## src/rtl/bank_sched_if.sv

```systemverilog
// Control handshake and bank-port bundle between the NTT bank scheduler and its environment.
interface bank_sched_if #(
    parameter int DEPTH_LOG = 5
);
    logic                 start;
    logic                 busy;
    logic                 done;
    logic [2:0]           stage;
    logic                 ien;
    logic                 ren;
    logic [DEPTH_LOG-1:0] ra;
    logic                 wen;
    logic [DEPTH_LOG-1:0] wa;
    logic                 q_vld;

    modport master (output start,
                    input  busy, done, stage, ien, ren, ra, wen, wa, q_vld);
    modport slave  (input  start,
                    output busy, done, stage, ien, ren, ra, wen, wa, q_vld);
endinterface

```

## src/rtl/bank_sched.sv

```systemverilog
// Runs one coefficient bank through STAGES in-place passes: rotated reads, write-back after the
// butterfly latency, and a drain between passes so no address is read while its write is in flight.
module bank_sched #(
    parameter int DEPTH_LOG = 5,
    parameter int STAGES    = 5,
    parameter int PIPE_LAT  = 4
) (
    input  logic        clk,
    input  logic        rst_n,
    bank_sched_if.slave bus
);
    localparam int W  = PIPE_LAT + 1;
    localparam int DW = (W > 1) ? $clog2(W) : 1;
    localparam logic [DEPTH_LOG-1:0] LAST_ADDR  = '1;
    localparam logic [2:0]           LAST_STAGE = 3'(STAGES - 1);
    localparam logic [DW-1:0]        LAST_DRAIN = DW'(W - 1);

    typedef enum logic [1:0] {IDLE, READ, DRAIN, FIN} state_t;

    state_t               state, state_nxt;
    logic [DEPTH_LOG-1:0] cnt, cnt_nxt;
    logic [DW-1:0]        dcnt, dcnt_nxt;
    logic [2:0]           stage, stage_nxt;
    logic                 rd;
    logic [DEPTH_LOG-1:0] rd_addr;
    logic [DEPTH_LOG:0]   line [W];
    logic                 vld;
    int                   sh;

    always_ff @(posedge clk or negedge rst_n) begin
        if (!rst_n) begin
            state <= IDLE;
            cnt   <= '0;
            dcnt  <= '0;
            stage <= '0;
        end else begin
            state <= state_nxt;
            cnt   <= cnt_nxt;
            dcnt  <= dcnt_nxt;
            stage <= stage_nxt;
        end
    end

    always_comb begin
        state_nxt = state;
        cnt_nxt   = cnt;
        dcnt_nxt  = dcnt;
        stage_nxt = stage;
        case (state)
            IDLE: begin
                if (bus.start) begin
                    state_nxt = READ;
                    cnt_nxt   = '0;
                    stage_nxt = '0;
                end
            end
            READ: begin
                cnt_nxt = cnt + 1'b1;
                if (cnt == LAST_ADDR) begin
                    state_nxt = DRAIN;
                    dcnt_nxt  = '0;
                end
            end
            DRAIN: begin
                dcnt_nxt = dcnt + 1'b1;
                if (dcnt == LAST_DRAIN) begin
                    if (stage == LAST_STAGE) begin
                        state_nxt = FIN;
                    end else begin
                        state_nxt = READ;
                        stage_nxt = stage + 3'd1;
                        cnt_nxt   = '0;
                    end
                end
            end
            FIN: begin
                state_nxt = IDLE;
                stage_nxt = '0;
            end
            default: state_nxt = IDLE;
        endcase
    end

    // A shift by DEPTH_LOG or more yields zero, so stage 0 degenerates to the natural order.
    always_comb begin
        sh      = int'(stage) % DEPTH_LOG;
        rd      = (state == READ);
        rd_addr = rd ? ((cnt << sh) | (cnt >> (DEPTH_LOG - sh))) : '0;
    end

    always_ff @(posedge clk or negedge rst_n) begin
        if (!rst_n) begin
            for (int i = 0; i < W; i++) line[i] <= '0;
            vld <= 1'b0;
        end else begin
            line[0] <= {rd, rd_addr};
            for (int i = 1; i < W; i++) line[i] <= line[i-1];
            vld <= rd;
        end
    end

    assign bus.ren   = rd;
    assign bus.ra    = rd_addr;
    assign bus.wen   = line[W-1][DEPTH_LOG];
    assign bus.wa    = line[W-1][DEPTH_LOG-1:0];
    assign bus.ien   = rd | line[W-1][DEPTH_LOG];
    assign bus.q_vld = vld;
    assign bus.busy  = (state == READ) || (state == DRAIN);
    assign bus.done  = (state == FIN);
    assign bus.stage = stage;
endmodule

```

## src/flat_wrapper.sv

```systemverilog
// flat-port wrapper written by rule: the top's interface ports become plain ports
module bank_sched_flat 
#(
    parameter int DEPTH_LOG = 5,
    parameter int STAGES    = 5,
    parameter int PIPE_LAT  = 4
)
  (clk, rst_n, bus_start, bus_busy, bus_done, bus_stage, bus_ien, bus_ren, bus_ra, bus_wen, bus_wa, bus_q_vld);
  bank_sched_if #(.DEPTH_LOG(DEPTH_LOG)) bus_i ();
  input  logic clk;
  input  logic rst_n;
  input wire logic [$bits(bus_i.start)-1:0] bus_start;
  output wire logic [$bits(bus_i.busy)-1:0] bus_busy;
  output wire logic [$bits(bus_i.done)-1:0] bus_done;
  output wire logic [$bits(bus_i.stage)-1:0] bus_stage;
  output wire logic [$bits(bus_i.ien)-1:0] bus_ien;
  output wire logic [$bits(bus_i.ren)-1:0] bus_ren;
  output wire logic [$bits(bus_i.ra)-1:0] bus_ra;
  output wire logic [$bits(bus_i.wen)-1:0] bus_wen;
  output wire logic [$bits(bus_i.wa)-1:0] bus_wa;
  output wire logic [$bits(bus_i.q_vld)-1:0] bus_q_vld;
  assign bus_i.start = bus_start;
  assign bus_busy = bus_i.busy;
  assign bus_done = bus_i.done;
  assign bus_stage = bus_i.stage;
  assign bus_ien = bus_i.ien;
  assign bus_ren = bus_i.ren;
  assign bus_ra = bus_i.ra;
  assign bus_wen = bus_i.wen;
  assign bus_wa = bus_i.wa;
  assign bus_q_vld = bus_i.q_vld;
  bank_sched #(.DEPTH_LOG(DEPTH_LOG), .STAGES(STAGES), .PIPE_LAT(PIPE_LAT)) u_core (.clk(clk), .rst_n(rst_n), .bus(bus_i));
endmodule
```

## config.mk

```make
export PLATFORM = sky130hd
export DESIGN_NAME = bank_sched_flat
export DESIGN_NICKNAME = d
export VERILOG_FILES = /design/src/rtl/bank_sched_if.sv /design/src/rtl/bank_sched.sv /design/src/flat_wrapper.sv
export SDC_FILE = /design/constraint.sdc
export NUM_CORES = 1
export LEC_CHECK = 0
export ABC_AREA = 1
export CORE_UTILIZATION = 45
export CTS_BUF_LIST = sky130_fd_sc_hd__clkbuf_16
export DETAILED_ROUTE_END_ITERATION = 8
export PLACE_DENSITY_LB_ADDON = 0.05
export SLEW_MARGIN = 40
export SYNTH_ARGS = -nofsm -noshare
export SYNTH_HDL_FRONTEND = slang
export SYNTH_SLANG_ARGS = --single-unit
```

## constraint.sdc

```tcl
create_clock -name clk -period 9.1 [get_ports clk]
set_input_delay 1.82 -clock clk [delete_from_list [all_inputs] [get_ports clk]]
set_output_delay 1.82 -clock clk [all_outputs]
set_load 0.01 [all_outputs]
```

==> results by group, run 1 <==
Logic synthesis
  – Synth warn: 0
  – FF+latch count, synth: 43
  – Post-synth EDFFs: 0
  – Yosys top cell area share: 51.4%
  – Ys async rst share: 100%
  – Syn_nets: 238
  – Area leader, netlist: dfrtp_1
  – Ys flop type: dfrtp_1
  – Synth Cell Area: 2090 um2
  – Synth Area per Inst: 9.47 um2
  – Post-synthesis cell type count: 32
  – Synth area leaders: dfrtp_1, ha_1, inv_1, nand2_1, nand3_1
  – Synth Instances: 221
  – Seq/Total Area, Yosys: 51.4%

STA
  – Final setup vio count: 0
  – Post-route minimum period: 5430 ps
  – Setup TNS: 0 ps
  – Worst-margin pin slew: 542 ps
  – Final cycle utilization of the critical path: 59.7%
  – Skew final: 3.10 ps
  – Slew margin rel.: 63.9%
  – Fmax: 0.184 GHz
  – RSZ-0062 raised after global routing: false
  – Hold Vio Cnt, Final: 0
  – Max-slew violations: 0

Finish
  – Area Growth Syn to Fin: 17.9%
  – Final Util: 55.9%
  – Fin cells: 295
  – Diode count: 0
  – Most frequent cells in the layout: dfrtp_1, inv_1, nand2_1
  – Fill cells: 397
  – Fin area: 2470 um2
  – Layout cells sized above 1: 13.2%
  – Most common cell after layout, fill and taps aside: dfrtp_1
  – Fin nets: 259

Clock tree
  – Maximum buffer depth of the clock tree: 2
  – Hold Buf Count CTS: 0
  – CTS buffer count: 5
  – PostCTS Resize Cnt: 0
  – Clk root buf: clkbuf_16
  – Clk slew on worst S/H paths: 60 ps
  – Worst skew pair latency: 280 ps
  – Post-CTS Setup Bufs: 0
  – H-tree levels: 2
  – CTS tree: built
  – Clk sinks: 43

Die
  – Initial Util: 47.4%
  – Standard-cell rows: 24
  – Die width: 70.2 um
  – Die Y: 70.2 um
  – Full die area: 4930 um2
  – CORE AREA: 4410 um2
  – Boundary Pins: 22

Setup path
  – Cell chain of the critical path: inv_1 > ha_1 > inv_1 > ha_1 > inv_1 > nand2_4 > o21ai_4 > ha_1 > or2_1 > nand2_2 > nor2_2 > nand2_2 > or2_1 > a21oi_2 > clkdlybuf4s50_1
  – CP startpoint kind: flip-flop
  – Crit path DAT: 3610 ps
  – CP endpoint kind: output pin
  – Crit Path Max Fanout: 10
  – WS Path Type: reg -> out
  – Worst path depth: 15
  – FF-to-FF path depth: 14
  – CP bufs+invs: 4
  – Crit-path max cell delay: 550 ps
  – Crit-path leading delay family: buffers and inverters
  – Slowest cell on crit path: clkdlybuf4s50_1
  – Critical path required time: 7280 ps

Placed design
  – HPWL after detailed placement: 2.90 mm
  – # port buffers: 21
  – Dpl cells: 287
  – Routability cong.: 0.889
  – Placed Instance Area: 2320 um2

Global routing
  – Initial antenna violation count: 0
  – Global-route wire length before repair: 6.91 mm
  – Vias in the first global route: 1507
  – Total GRT Usage: 18.1%
  – Gr ovfl total: 0
  – Largest net degree at the start of global routing: 44

Detailed routing
  – Post-DR wirelength/cell: 13.1 um
  – Final ANT Viol Nets: 0
  – First DRT Iteration DRCs: 64
  – # DRC: 0
  – Vias: 1496
  – DR vias/cell: 5.07
  – DRT Pass-1 Iters: 4
  – Drt total wl: 3.88 mm

Outcome
  – Status: completed

Power and ir drop
  – PD cells: 287 nW/um2
  – Maximum VDD drop: 0.000131 V
  – Leakage: 0.00120 uW

Min path
  – Hold path cells: 0
  – Hold crit path type: reg -> reg

Run
  – Number of max-cap violations: 0
[kinds of logic (layout without fill, tap and decap cells)]
kind of cell    after synthesis  in the layout  share of synthesized area (%)
compound gates               32             32                           9.44
flops                        43             43                           51.4
fa+ha+maj                    14             14                           8.37
buf+inv                      41             63                           8.37
simple gates                 91             91                           22.4
[worst paths after layout]
kind	start	endpoint	slack, ps
setup reg to reg	u_core.bus.stage[0]	u_core.line[27]	6250
setup / recovery	u_core.bus.stage[0]	bus_ra[3]	3670
min in group asynchronous	rst_n	u_core.dcnt[2]	1520
hold / removal	u_core.line[22]	u_core.line[16]	350
hold reg to reg	u_core.line[22]	u_core.line[16]	350
max in group asynchronous	rst_n	u_core.line[22]	7210
[registers in the layout (all words and copies together), names as in the netlist]
name              flops
u_core.bus.stage      3
u_core.cnt            5
u_core.bus.wen        1
u_core.state          2
u_core.line          24
u_core.bus.wa         5
u_core.dcnt           3
[power by group]
part	leakage (uW)	internal [uW]	switching (uW)
Clock	0.0000664	102	73.7
Combinational	0.000547	108	162
Sequential	0.000584	238	25.1
Total	0.00120	448	261
[layer usage]
layer  GRT usage [%]  vias up  routed length, um
met1            23.1      710               1830
met5               0        -                  0
met3            5.77        9                139
met2            28.0       24               1800
met4            8.00        0                102
li1                -      753                  -
[Yosys cell counts, types with 2 or more instances]
| library cell | instances |
|---|---|
| nor2_2 | 2 |
| nand2_4 | 3 |
| inv_2 | 2 |
| nand2_1 | 29 |
| nor2_1 | 12 |
| a21oi_1 | 10 |
| nand3_1 | 19 |
| nor3_1 | 7 |
| o21ai_0 | 9 |
| or2_1 | 2 |
| nand4_1 | 3 |
| o21ai_1 | 3 |
| o21ai_2 | 2 |
| dfrtp_1 | 43 |
| o211ai_1 | 2 |
| ha_1 | 14 |
| inv_1 | 32 |
| buf_4 | 5 |
| nand2_2 | 9 |
[cell type report]
class	instances	area (um2)	area share, %
Clock inverter	3	23.8	0.963
Inverter	34	128	5.17
Clock buffer	5	125	5.07
Timing Repair Buffer	21	208	8.42
Multi-Input combinational cell	137	842	34.1
Tap cell	52	65.1	2.64
Sequential cell	43	1080	43.6
[per-stage QoR]
step           hold WS, ps  setup WS [ps]  total power [uW]
2_1_floorplan          331           4720               440
3_3_place_gp           332           4130               525
3_5_place_dp           335           3970               536
4_1_cts                349           3650               714
5_1_grt                353           3380               763
6_report               348           3670               709
Power figures use the tool's default switching activity.
==> run 2, diff against run 1 <==
==> constraint.sdc (replaced) <==
create_clock -name clk -period 4.4 [get_ports clk]
set_input_delay 0.88 -clock clk [delete_from_list [all_inputs] [get_ports clk]]
set_output_delay 0.88 -clock clk [all_outputs]
set_load 0.01 [all_outputs]
==> run 2 against run 1 <==
Compared with the run above:
- clock skew grew 0.51 ps
- via count shrank 0.20%
- highest routed layer unchanged
- utilization grew 0.74 points
- largest power group unchanged
- clock power grew 110%
- first-iteration DRC count shrank 22%
- sequential power grew 110%
==> results by group, run 2 (synthesized netlist as in run 1, its figures left out) <==
Setup path
  – Crit path DAT: 3260 ps (-350 ps)
  – Slowest cell on crit path: clkdlybuf4s50_1
  – Cell chain of the critical path: inv_2 > ha_1 > inv_1 > ha_1 > inv_1 > nand2_4 > o21ai_4 > ha_4 > or2_1 > nand2_2 > nor2_2 > nand2_2 > or2_1 > a21oi_2 > clkdlybuf4s50_1
  – Critical path required time: 3520 ps (-3760 ps)
  – Crit Path Max Fanout: 8 (-2)
  – Crit-path max cell delay: 550 ps (about the same)
  – CP endpoint kind: output pin
  – CP startpoint kind: flip-flop
  – WS Path Type: reg -> out

Global routing
  – Global-route wire length before repair: 6.93 mm (+0.20%)
  – Gr ovfl total: 0 (unchanged)
  – Largest net degree at the start of global routing: 44 (unchanged)
  – Vias in the first global route: 1516 (+0.60%)
  – Total GRT Usage: 18.1% (+0.031 points)
  – Initial antenna violation count: 0 (unchanged)

Power and ir drop
  – Maximum VDD drop: 0.000274 V (+110%)
  – Leakage: 0.00120 uW (+0.33%)
  – PD cells: 589 nW/um2 (+110%)

Finish
  – Top reg by flops: u_core.line
  – Most common cell after layout, fill and taps aside: dfrtp_1
  – Area Growth Syn to Fin: 19.4%
  – Fin nets: 260 (+0.39%)
  – Most frequent cells in the layout: dfrtp_1, inv_1, nand2_1
  – Max reg flops: 24 (unchanged)
  – Diode count: 0 (unchanged)
  – Layout cells sized above 1: 15.6% (+2.4 points)

Placed design
  – Routability cong.: 0.888 (about the same)
  – HPWL after detailed placement: 2.90 mm (unchanged)
  – # port buffers: 21 (unchanged)
  – Setup slack at placement: 208 ps (-3760 ps)

Clock tree
  – Hold Buf Count CTS: 0 (unchanged)
  – CTS buffer count: 5 (unchanged)
  – H-tree levels: 2 (unchanged)
  – Clk slew on worst S/H paths: 60 ps (about the same)
  – CTS tree: built
  – Clk root buf: clkbuf_16
  – Maximum buffer depth of the clock tree: 2 (unchanged)
  – Clk sinks: 43 (unchanged)
  – Worst skew pair latency: 280 ps (about the same)

Min path
  – Hold crit path type: reg -> reg

Outcome
  – Status: completed

Detailed routing
  – Final ANT Viol Nets: 0 (unchanged)
  – First DRT Iteration DRCs: 50 (-22%)
  – DRT Pass-1 Iters: 4 (unchanged)
  – # DRC: 0 (unchanged)
  – Post-DR wirelength/cell: 13.2 um (+0.82%)
  – Drt total wl: 3.92 mm (+1.2%)
  – DR WL met2: 1.88 mm (+4.2%)
  – Metal-1 WL: 1.86 mm (+1.5%)
  – DR vias/cell: 5.04 (-0.54%)
  – Top layer used by detailed routing: met4
  – WL met3: 110 um (-21%)
  – Vias: 1493 (-0.20%)

Die
  – Boundary Pins: 22 (unchanged)
  – Full die area: 4930 um2 (unchanged)
  – CORE AREA: 4410 um2 (unchanged)
  – Die width: 70.2 um (unchanged)
  – Initial Util: 47.4% (unchanged)
  – Die Y: 70.2 um (unchanged)
  – Standard-cell rows: 24 (unchanged)

STA
  – Setup TNS: 0 ps (unchanged)
  – Final WS setup: 257 ps (-3410 ps)
  – Slew margin rel.: 64.2% (+0.35 points)
  – RSZ-0062 raised after global routing: false
  – Final cycle utilization of the critical path: 94.2%
  – Worst-margin pin slew: 537 ps (-5.20 ps)
  – Post-route minimum period: 4140 ps
  – Skew final: 3.61 ps (+0.507 ps)
  – Final setup vio count: 0 (unchanged)
  – Fmax: 0.241 GHz
  – Max-slew violations: 0 (unchanged)
  – Hold Vio Cnt, Final: 0 (unchanged)

Run
  – Number of max-cap violations: 0 (unchanged)
## run 2: cell types whose count changed in the layout (fill, tap and decap cells not counted)
cell | previous run | this run
inv_1 | 32 | 30
inv_2 | 2 | 4
buf_4 | 1 | 2
dfrtp_1 | 43 | 42
dfrtp_2 | 0 | 1
ha_1 | 14 | 13
ha_4 | 0 | 1
o21ai_1 | 3 | 2
o21ai_4 | 1 | 2
## run 2: stage by stage
step | hold slack [ps] | cells | utilization, % | instance area (um2) | power, uW
floorplan | 331 | 221 | - | 2090 | 911
global placement | 332 | 287 | 52.5 | 2320 | 1090
detailed placement | 335 | 287 | 52.5 | 2320 | 1110
CTS | 349 | 296 | 56.2 | 2480 | 1480
global route | 353 | 296 | 56.6 | 2500 | 1590
finish | 348 | 296 | 56.6 | 2500 | 1470
## run 2: where the power goes
part	internal, uW	total [uW]	switching (uW)
Combinational	227	565	338
Clock	212	362	151
Sequential	493	546	53.1
## run 2: worst max-delay path: cells and delay by family (launching register included)
family | cells | cell delay (ps)
buffers and inverters | 4 | 830
AOI/OAI and AO/OA | 2 | 360
DFF | 1 | 450
adders and majority gates | 3 | 540
and+or+nand+nor | 6 | 790
## run 2: final timing paths
path | cells past startpoint | slack [ps] | to | from
worst max-delay path | 15 | 260 | bus_ra[3] | u_core.bus.stage[0]
min in group asynchronous | 1 | 580 | u_core.dcnt[2] | rst_n
worst max register to register | 14 | 1900 | u_core.line[27] | u_core.bus.stage[0]
worst min-delay path | 0 | 350 | u_core.line[16] | u_core.line[22]
worst min register to register | 0 | 350 | u_core.line[16] | u_core.line[22]
max in group asynchronous | 1 | 3430 | u_core.bus.stage[0] | rst_n
## run 2: area by class of cell
cell class | count | area (um2)
Fill cell | 395 | 1910
Clock inverter | 3 | 23.8
Inverter | 34 | 128
Clock buffer | 5 | 125
Sequential cell | 43 | 1080
Tap cell | 52 | 65.1
Multi-Input combinational cell | 137 | 866
Timing Repair Buffer | 22 | 215
## run 2: timing repair
item | CTS | global route
endpoints found under the setup margin | 3 | 4
pin swaps | 1 | 0
buffers inserted | 1 | 0
gates resized for setup | 2 | 5
## run 2: metal layers
metal	global-route usage, %	vias to the layer above
met5	0	-
met4	8.00	0
met3	6.06	8
met2	28.1	22
met1	22.9	710
li1	-	753
